## src/rtl/match_scheduler.sv

```systemverilog
// match_scheduler
//
// Sequences a two-player, multi-round shooting match: prep and play
// countdowns, the 1-second tick, per-player BCD scores, round alternation
// and the winner decision. It also decodes the four display digits for the
// seven-segment scanner.
//
// Parameters:
//   TICK_DIV  clk cycles per one-second tick (>= 2)
//   PREP_SEC  prep countdown length in seconds (1..99)
//   PLAY_SEC  play countdown length in seconds (1..99)
//   ROUNDS    total rounds, even, 2..16; P1 plays even rounds, P2 odd rounds
//
// Ports:
//   clk, rst            system clock, asynchronous active-high reset
//   start, goal, abort  single-cycle pulses (already debounced)
//   dig0..dig3          display codes: 0-9 digit, 10 dash, 11 blank
//   player              active player (0 = P1, 1 = P2)
//   busy                high in PREP and PLAY
//   winner              01 = P1, 10 = P2, 11 = tie, 00 = no result
//
// Build option:
//   FINAL_BONUS_EN  when defined, a goal scored while the play timer shows
//                   5 seconds or less adds 2 points (still saturating at 99).

module match_scheduler #(
    parameter int TICK_DIV = 100000000,
    parameter int PREP_SEC = 3,
    parameter int PLAY_SEC = 30,
    parameter int ROUNDS   = 4
) (
    input  logic       clk,
    input  logic       rst,
    input  logic       start,
    input  logic       goal,
    input  logic       abort,
    output logic [3:0] dig0,
    output logic [3:0] dig1,
    output logic [3:0] dig2,
    output logic [3:0] dig3,
    output logic       player,
    output logic       busy,
    output logic [1:0] winner
);

    localparam int             CNT_W      = $clog2(TICK_DIV);
    localparam logic [CNT_W-1:0] TICK_LAST = CNT_W'(TICK_DIV - 1);
    localparam logic [7:0]     PREP_BCD   = {4'(PREP_SEC / 10), 4'(PREP_SEC % 10)};
    localparam logic [7:0]     PLAY_BCD   = {4'(PLAY_SEC / 10), 4'(PLAY_SEC % 10)};
    localparam logic [3:0]     LAST_ROUND = 4'(ROUNDS - 1);
    localparam logic [3:0]     CODE_DASH  = 4'd10;
    localparam logic [3:0]     CODE_BLANK = 4'd11;

    typedef enum logic [1:0] {
        S_IDLE,
        S_PREP,
        S_PLAY,
        S_DONE
    } state_t;

    state_t           state_q, state_d;
    logic [CNT_W-1:0] tick_cnt_q, tick_cnt_d;
    logic [7:0]       timer_q, timer_d;
    logic [3:0]       round_q, round_d;
    logic [7:0]       p1_score_q, p1_score_d;
    logic [7:0]       p2_score_q, p2_score_d;

    logic             counting;
    logic             tick;
    logic             timer_is_one;
    logic             new_match;
    logic [7:0]       active_score;
    logic [7:0]       bumped_score;

    // Two-digit packed BCD increment that sticks at 99.
    function automatic logic [7:0] bcd_inc(input logic [7:0] v);
        logic [7:0] r;
        if (v == 8'h99) begin
            r = v;
        end else if (v[3:0] == 4'd9) begin
            r = {v[7:4] + 4'd1, 4'd0};
        end else begin
            r = {v[7:4], v[3:0] + 4'd1};
        end
        return r;
    endfunction

    assign counting     = (state_q == S_PREP) || (state_q == S_PLAY);
    assign tick         = counting && (tick_cnt_q == TICK_LAST);
    assign timer_is_one = (timer_q == 8'h01);
    assign player       = round_q[0];

    // A fresh match starts from IDLE or DONE; abort never reaches PREP.
    assign new_match = ((state_q == S_IDLE) || (state_q == S_DONE)) && (state_d == S_PREP);

    always_comb begin
        active_score = round_q[0] ? p2_score_q : p1_score_q;
`ifdef FINAL_BONUS_EN
        if ((timer_q[7:4] == 4'd0) && (timer_q[3:0] <= 4'd5)) begin
            bumped_score = bcd_inc(bcd_inc(active_score));
        end else begin
            bumped_score = bcd_inc(active_score);
        end
`else
        bumped_score = bcd_inc(active_score);
`endif
    end

    // State register.
    always_ff @(posedge clk or posedge rst) begin
        if (rst) begin
            state_q <= S_IDLE;
        end else begin
            state_q <= state_d;
        end
    end

    // Next-state logic; abort overrides everything, including start.
    always_comb begin
        state_d = state_q;
        if (abort) begin
            state_d = S_IDLE;
        end else begin
            case (state_q)
                S_IDLE, S_DONE: if (start) state_d = S_PREP;
                S_PREP:         if (tick && timer_is_one) state_d = S_PLAY;
                S_PLAY: begin
                    if (tick && timer_is_one) begin
                        state_d = (round_q < LAST_ROUND) ? S_PREP : S_DONE;
                    end
                end
                default:        state_d = S_IDLE;
            endcase
        end
    end

    // Datapath next values: tick counter, timer, round and scores.
    always_comb begin
        tick_cnt_d = '0;
        timer_d    = timer_q;
        round_d    = round_q;
        p1_score_d = p1_score_q;
        p2_score_d = p2_score_q;

        // The counter restarts on every state change so each phase is whole seconds.
        if (counting && (state_d == state_q) && !tick) begin
            tick_cnt_d = tick_cnt_q + CNT_W'(1);
        end

        if (abort) begin
            timer_d    = 8'h00;
            round_d    = 4'd0;
            p1_score_d = 8'h00;
            p2_score_d = 8'h00;
        end else begin
            if (state_d == S_PREP && state_q != S_PREP) begin
                timer_d = PREP_BCD;
            end else if (state_d == S_PLAY && state_q != S_PLAY) begin
                timer_d = PLAY_BCD;
            end else if (tick) begin
                if (timer_q[3:0] == 4'd0) begin
                    timer_d = {timer_q[7:4] - 4'd1, 4'd9};
                end else begin
                    timer_d = {timer_q[7:4], timer_q[3:0] - 4'd1};
                end
            end

            if (new_match) begin
                round_d    = 4'd0;
                p1_score_d = 8'h00;
                p2_score_d = 8'h00;
            end else begin
                if (state_q == S_PLAY && state_d == S_PREP) begin
                    round_d = round_q + 4'd1;
                end
                // A goal on the final tick still belongs to the ending player.
                if (state_q == S_PLAY && goal) begin
                    if (round_q[0]) begin
                        p2_score_d = bumped_score;
                    end else begin
                        p1_score_d = bumped_score;
                    end
                end
            end
        end
    end

    // Datapath registers.
    always_ff @(posedge clk or posedge rst) begin
        if (rst) begin
            tick_cnt_q <= '0;
            timer_q    <= 8'h00;
            round_q    <= 4'd0;
            p1_score_q <= 8'h00;
            p2_score_q <= 8'h00;
        end else begin
            tick_cnt_q <= tick_cnt_d;
            timer_q    <= timer_d;
            round_q    <= round_d;
            p1_score_q <= p1_score_d;
            p2_score_q <= p2_score_d;
        end
    end

    // Output decode; packed BCD compares correctly as plain binary.
    always_comb begin
        dig0   = CODE_DASH;
        dig1   = CODE_DASH;
        dig2   = CODE_DASH;
        dig3   = CODE_DASH;
        busy   = 1'b0;
        winner = 2'b00;
        case (state_q)
            S_PREP: begin
                dig0 = CODE_BLANK;
                dig1 = CODE_BLANK;
                dig2 = timer_q[3:0];
                dig3 = timer_q[7:4];
                busy = 1'b1;
            end
            S_PLAY: begin
                dig0 = active_score[3:0];
                dig1 = active_score[7:4];
                dig2 = timer_q[3:0];
                dig3 = timer_q[7:4];
                busy = 1'b1;
            end
            S_DONE: begin
                dig0 = p2_score_q[3:0];
                dig1 = p2_score_q[7:4];
                dig2 = p1_score_q[3:0];
                dig3 = p1_score_q[7:4];
                if (p1_score_q > p2_score_q) begin
                    winner = 2'b01;
                end else if (p2_score_q > p1_score_q) begin
                    winner = 2'b10;
                end else begin
                    winner = 2'b11;
                end
            end
            default: begin
            end
        endcase
    end

endmodule

```

## config.mk

```make
export PLATFORM = sky130hd
export DESIGN_NAME = match_scheduler
export DESIGN_NICKNAME = d
export VERILOG_FILES = /design/src/rtl/match_scheduler.sv
export SDC_FILE = /design/constraint.sdc
export NUM_CORES = 1
export LEC_CHECK = 0
export CORE_MARGIN = 2
export CORE_UTILIZATION = 40
export DETAILED_ROUTE_END_ITERATION = 10
export GPL_TIMING_DRIVEN = 0
export PLACE_DENSITY = 0.63
export SYNTH_ARGS = -nofsm -noshare
export SYNTH_HDL_FRONTEND = slang
export SYNTH_SLANG_ARGS = --single-unit
```

## constraint.sdc

```tcl
create_clock -name clk -period 4.25 [get_ports clk]
set_input_delay 1.275 -clock clk [delete_from_list [all_inputs] [get_ports clk]]
set_output_delay 1.275 -clock clk [all_outputs]
set_load 0.005 [all_outputs]
```

==> Word level (Yosys, flattened, before mapping) <==
Index checks and enable logic that the tools add are counted.
W data, S select, Z words.
{ "word_totals": {"wordCells": 87, "out_inout_bits": 20, "inputBits": 5, "regBits": 57} }
{ "op_classes": {"eq_ne": 13, "muxes": 34, "n_addsub": 6, "n_reduce_logical": 24, "magnitude_cmp": 3} }
{ "ops": {"columns": ["operator", "count"], "rows": [
  ["$mux W8", 16],
  ["$add A27 B1 Y27 const B", 1],
  ["$eq A27 B27 Y1 const B", 1],
  ["$mux W27", 1],
  ["$pmux W4 S3", 2],
  ["$gt A8 B8 Y1", 2],
  ["$pmux W4 S2", 2],
  ["$mux W2", 7],
  ["$add A4 B1 Y4 const B", 3],
  ["$mux W4", 3],
  ["$logic_and A1 B1 Y1", 9],
  ["$reduce_bool A3 Y1", 3],
  ["$eq A8 B1 Y1 const B", 1],
  ["$eq A8 B8 Y1 const B", 1],
  ["$reduce_bool A4 Y1", 2],
  ["$sub A4 B1 Y4 const B", 2],
  ["$eq A2 B2 Y1 const B", 3],
  ["$pmux W2 S3", 1],
  ["$reduce_and A2 Y1", 3],
  ["$eq A2 B1 Y1 const B", 2],
  ["$eq A4 B4 Y1 const B", 1],
  ["$logic_not A4 Y1", 1],
  ["$lt A4 B2 Y1 const B", 1],
  ["$reduce_or A2 Y1", 2],
  ["8 further kinds", 10]
]} }

==> Depth between registers and ports, before layout <==
{ "depth": {"word_depth": 12, "ltp_mapped": 11, "ltp_nobuf": 8} }

==> Worst setup path before layout <==
Ideal clock, no wire load.
{ "synth_timing": {"path_kind": "register to output", "start": "register p1_score_q[1]", "end": "output winner[1]", "stages_incl_launch_ff": 9, "arrival_ps": 1589, "n_path_buf": 0, "path_slack_ps": 1386, "required_time_ps": 2975, "path_cell_list": "dfrtp_1 inv_1 ha_1 nor2b_1 o21a_1 o21a_1 o21bai_1 a21oi_1 o31a_1"} }
{ "synth_via": {"elab_chain_cells": 3} }
{ "synth_lines": {"columns": ["element", "line_no", "source"], "rows": [
  ["start: declaration", "65", "logic [7:0] p1_score_q, p1_score_d;"],
  ["start signal: assignment", "200", "p1_score_q <= p1_score_d;"],
  ["$gt A8 B8 Y1", "233", "if (p1_score_q > p2_score_q) begin"],
  ["$mux W2", "233", null],
  ["$mux W2", "213", "case (state_q)"],
  ["end: declaration", "43", "output logic [1:0] winner"]
]} }
Every way passes these cells.

==> Final worst setup path <==
{ "layout_timing": {"start": "register state_q[1]", "end": "output dig0[3]"} }
{ "layout_via": {"elab_chain_cells": 2, "elab_cells_between_ends": 4, "cone_classes": "3 x eq/ne; 1 x mux"} }
{ "layout_lines": {"columns": ["element", "line_no", "source"], "rows": [
  ["start: declaration", "61", "state_t state_q, state_d;"],
  ["start signal: assignment", "114", "state_q <= state_d;"],
  ["$eq A2 B2 Y1 / $eq A2 B1 Y1 (equally long branches)", "213", null],
  ["$pmux W4 S3 (*)", "213", null],
  ["end: declaration", "37", "output logic [3:0] dig0,"]
]} }
Every way passes the cells marked *; elsewhere a longest branch is shown, timed or not.

==> impl_metrics.xml <==
<?xml version="1.0" encoding="UTF-8"?>
<metrics>
  <group name="pwr">
    <metric name="p_sw_share" unit="%">27.49</metric>
    <metric name="clock_power_share" unit="%">41.1</metric>
    <metric name="seq_power_share" unit="%">45.9</metric>
    <metric name="design_power_total" unit="mW">1.214</metric>
    <metric name="total_switching_power" unit="uW">333.6</metric>
    <metric name="power.ir.vdd_worst" unit="uV">146.1</metric>
    <metric name="internal_power" unit="uW">880.0</metric>
    <metric name="powerDensity" unit="mW/mm^2">271.7</metric>
    <metric name="combinationalPowerShare" unit="%">13.0</metric>
    <metric name="leak_pwr" unit="nW">1.718</metric>
  </group>
  <group name="place">
    <metric name="detailed_place_hpwl" unit="mm">6.652</metric>
    <metric name="gp_congestion" unit="">0.9001</metric>
    <metric name="placed_cells_incl_taps" unit="">580</metric>
    <metric name="place.port_buffers" unit="">24</metric>
  </group>
  <group name="worst_setup_path">
    <metric name="path_class" unit="">flop to primary output</metric>
    <metric name="regToRegSetupSlack" unit="ns">0.92</metric>
    <metric name="worst_setup_path_end_kind" unit="">primary output</metric>
    <metric name="arrival" unit="ns">2.68</metric>
    <metric name="worst_path_dominant_cell_family" unit="">buffers and inverters</metric>
    <metric name="crit_chain" unit="">ha_1 &gt; clkbuf_1 &gt; clkbuf_2 &gt; a22oi_1 &gt; o21ai_0 &gt; clkdlybuf4s50_1</metric>
    <metric name="stages_on_worst_setup_path" unit="">6</metric>
    <metric name="critPathSlowestCell" unit="">sky130_fd_sc_hd__clkdlybuf4s50_1</metric>
    <metric name="reg2reg_from" unit="">state_q[1]</metric>
    <metric name="reg2regPathDepth" unit="">9</metric>
    <metric name="critical_path.reg2reg.endpoint" unit="">p1_score_q[3]</metric>
    <metric name="timing.critical_path.from_type" unit="">flop</metric>
    <metric name="cp_num_buf_inv" unit="">3</metric>
    <metric name="critPathRequiredTime" unit="ns">2.97</metric>
    <metric name="slowest_delay" unit="ns">0.56</metric>
    <metric name="worstPathMaxFanout" unit="">10</metric>
  </group>
  <group name="synth">
    <metric name="syn_area" unit="mm^2">0.003855</metric>
    <metric name="dominantRegCellSynth" unit="">sky130_fd_sc_hd__dfrtp_1</metric>
    <metric name="synth_seq_area_share" unit="%">37.00</metric>
    <metric name="synth_nets" unit="">451</metric>
    <metric name="post_synth_inst_count" unit="">426</metric>
    <metric name="yosys_register_bits" unit="">57</metric>
    <metric name="ys_warn_count" unit="">0</metric>
    <metric name="synth.avg_cell_area" unit="um^2">9.049</metric>
    <metric name="async_flop_share" unit="%">100.0</metric>
    <metric name="synth_edf_count" unit="">0</metric>
    <metric name="yosysUniqueCellTypes" unit="">55</metric>
  </group>
  <group name="layout">
    <metric name="area_delta_synth_final" unit="%">15.87</metric>
    <metric name="antenna-diode-count" unit="">0</metric>
    <metric name="post_route_core_utilization" unit="%">48.11</metric>
    <metric name="design.final.nets" unit="">487</metric>
    <metric name="mostFrequentLayoutCells" unit="">sky130_fd_sc_hd__dfrtp_1, sky130_fd_sc_hd__nor2_1, sky130_fd_sc_hd__nand2_1, sky130_fd_sc_hd__xnor2_1, sky130_fd_sc_hd__clkdlybuf4s50_1</metric>
    <metric name="final_cell_count_no_fill" unit="">596</metric>
    <metric name="layout-drive-gt1-share" unit="%">12.21</metric>
    <metric name="layout_commonest_cell" unit="">sky130_fd_sc_hd__dfrtp_1</metric>
  </group>
  <group name="detailed_routing">
    <metric name="drtPass1Iterations" unit="">4</metric>
    <metric name="vias_per_cell" unit="">5.287</metric>
    <metric name="totalWireLength" unit="mm">9.077</metric>
    <metric name="remaining_drcs" unit="">0</metric>
    <metric name="wire_per_inst" unit="um">15.23</metric>
    <metric name="remaining_number_of_nets_flagged_by_the_antenna_check_after_routing" unit="">0</metric>
    <metric name="detailroute.via_count" unit="">3151</metric>
    <metric name="dr.first_iter.drc_count" unit="">142</metric>
  </group>
  <group name="grt">
    <metric name="grt_pass1_wl" unit="mm">15.17</metric>
    <metric name="number_of_antenna_violations_at_the_first_check_in_global_routing" unit="">0</metric>
    <metric name="grt_start_max_net_pins" unit="">30</metric>
    <metric name="grtUsageMet3" unit="%">2.941</metric>
    <metric name="global_route.overflow_total" unit="">0</metric>
    <metric name="via_count_of_the_first_global_routing_pass" unit="">3047</metric>
    <metric name="grt_busiest_layer" unit="">met2</metric>
    <metric name="grt_use_met2" unit="%">30.36</metric>
    <metric name="global_route.usage.total" unit="%">18.74</metric>
    <metric name="grt_util_met1" unit="%">25.12</metric>
  </group>
  <group name="sta">
    <metric name="finalMaxSlewViolations" unit="">0</metric>
    <metric name="timing.clock.skew" unit="ns">0.01267</metric>
    <metric name="setup_total_negative_slack" unit="ns">0</metric>
    <metric name="fmax" unit="GHz">0.2525</metric>
    <metric name="worst_slew_pin_slew" unit="ns">0.6628</metric>
    <metric name="slew_headroom" unit="%">55.65</metric>
    <metric name="rsz0062_at_grt" unit="">false</metric>
    <metric name="report.final.setup_viol" unit="">0</metric>
    <metric name="final_period_minus_worst_setup_slack" unit="ns">3.960</metric>
    <metric name="timing.final.crit_share" unit="%">93.17</metric>
    <metric name="report.final.hold_viol_count" unit="">0</metric>
  </group>
  <group name="clocking">
    <metric name="cts_buffers" unit="">9</metric>
    <metric name="htree_levels" unit="">3</metric>
    <metric name="clock_network_latency_to_the_later_pin_of_the_worst_skew_pair" unit="ns">0.35</metric>
    <metric name="cts_tree" unit="">done</metric>
    <metric name="hold_buffers" unit="">0</metric>
    <metric name="cts.sinks" unit="">57</metric>
    <metric name="cts_max_path_buffers" unit="">2</metric>
    <metric name="clockRootBuffer" unit="">sky130_fd_sc_hd__clkbuf_8</metric>
    <metric name="cts_setup_buffers" unit="">0</metric>
    <metric name="worst_setup_hold_path_clk_slew" unit="ns">0.07</metric>
  </group>
  <group name="worst_hold_path">
    <metric name="endpoint_worst_hold" unit="">tick_cnt_q[0]</metric>
    <metric name="timing.hold.worst_path_depth" unit="">1</metric>
    <metric name="worst_hold_startpoint" unit="">tick_cnt_q[0]</metric>
    <metric name="timing.hold.worst.class" unit="">flop to flop</metric>
  </group>
  <group name="floorplanning">
    <metric name="floorplan.initialDensity" unit="%">41.52</metric>
    <metric name="area_inside_the_core_boundary" unit="mm^2">0.009284</metric>
    <metric name="number_of_core_rows" unit="">35</metric>
    <metric name="fp.dieH" unit="um">102.2</metric>
    <metric name="fp.dieArea" unit="mm^2">0.01044</metric>
    <metric name="chipWidth" unit="um">102.2</metric>
    <metric name="ios" unit="">25</metric>
  </group>
  <group name="job">
    <metric name="max_cap_violations" unit="">0</metric>
  </group>
  <group name="status">
    <metric name="status" unit="">completed</metric>
  </group>
</metrics>
per-stage QoR:
step	hold slack (ns)	setup WS, ns	area (um^2)
floorplan	0.4600	1.386	3855
global placement	0.4805	0.3646	4257
detailed placement	0.4946	0.5498	4277
CTS	0.5057	0.1412	4463
global route	0.5268	0.1099	4467
finish	0.4996	0.2902	4467
layer usage:
layer  vias up  wire, um
met1      1515      4202
li1       1559         -
met4         0       165
met5         -         0
met2        61      4327
met3        16       382
cells in the mapped netlist (all sizes together), types with 3 or more instances:
| library cell | instances | share of area, % |
|---|---|---|
| and3 | 10 | 1.8 |
| ha | 20 | 6.5 |
| and2 | 4 | 0.65 |
| o21a | 3 | 0.58 |
| nand2 | 38 | 3.7 |
| a21oi | 20 | 2.6 |
| and4 | 3 | 0.68 |
| xor2 | 10 | 2.3 |
| nand3 | 17 | 2.2 |
| o21bai | 5 | 0.97 |
| nor4 | 4 | 0.65 |
| buf | 4 | 1.5 |
| nand4 | 8 | 1.3 |
| a22oi | 9 | 1.8 |
| mux2i | 9 | 2.3 |
| a221o | 4 | 1.0 |
| inv | 22 | 2.1 |
| o21ai | 17 | 2.2 |
| nor3b | 3 | 0.58 |
| a211oi | 6 | 1.2 |
| nor2b | 3 | 0.49 |
| mux2 | 4 | 1.2 |
| dfrtp | 57 | 37 |
| nor3 | 13 | 2.1 |
| xnor2 | 24 | 5.5 |
| clkbuf | 14 | 1.4 |
| nor2 | 70 | 10 |
sequential cells by signal, indices dropped and copies added (netlist names):
register and flops:
timer_q 8, state_q 2, tick_cnt_q 27, round_q 4
p2_score_q 8, p1_score_q 8
how the worst max path moves through the flow:
stage | startpoint | end
after floorplan | p1_score_q[1] | winner[1]
after global placement | rst | timer_q[1]
after detailed placement | state_q[1] | dig0[3]
after CTS | state_q[1] | dig0[1]
after global routing | state_q[1] | dig2[0]
final | state_q[1] | dig0[3]
power groups by stage:
stage	clock network [mW]	logic (mW)	registers, mW
after detailed placement	0	0.160	0.567
after CTS	0.513	0.160	0.556
after global routing	0.536	0.174	0.557
after global placement	0	0.155	0.567
after floorplan	0	0.103	0.564
final	0.499	0.158	0.557
area by class of cell:
cell class / instances / area [um^2]
clock buffer: 10 / 127.6
timing repair buffer: 25 / 260.3
tap: 129 / 161.4
inverter: 22 / 82.58
multi-input combinational: 329 / 2237
fill: 896 / 4817
sequential: 57 / 1426
clock inverter: 6 / 58.81
buffer: 18 / 112.6
kinds of logic (layout without fill, tap and decap cells):
group	Yosys count	after routing	synth area share [%]
adder cells (fa/ha/maj)	20	20	6.491
AND/OR/NAND/NOR	186	186	27.36
multiplexers	13	13	3.505
AO/OA/AOI/OAI	76	76	12.95
XOR/XNOR	34	34	7.725
flip-flops	57	57	37.00
buffers and inverters	40	81	4.966
timing repair:
action	CTS	global route
resized for setup	0	6
endpoints found under the hold margin	0	0
setup endpoints to repair	0	4
No activity file was read; power rests on OpenSTA's default activity.
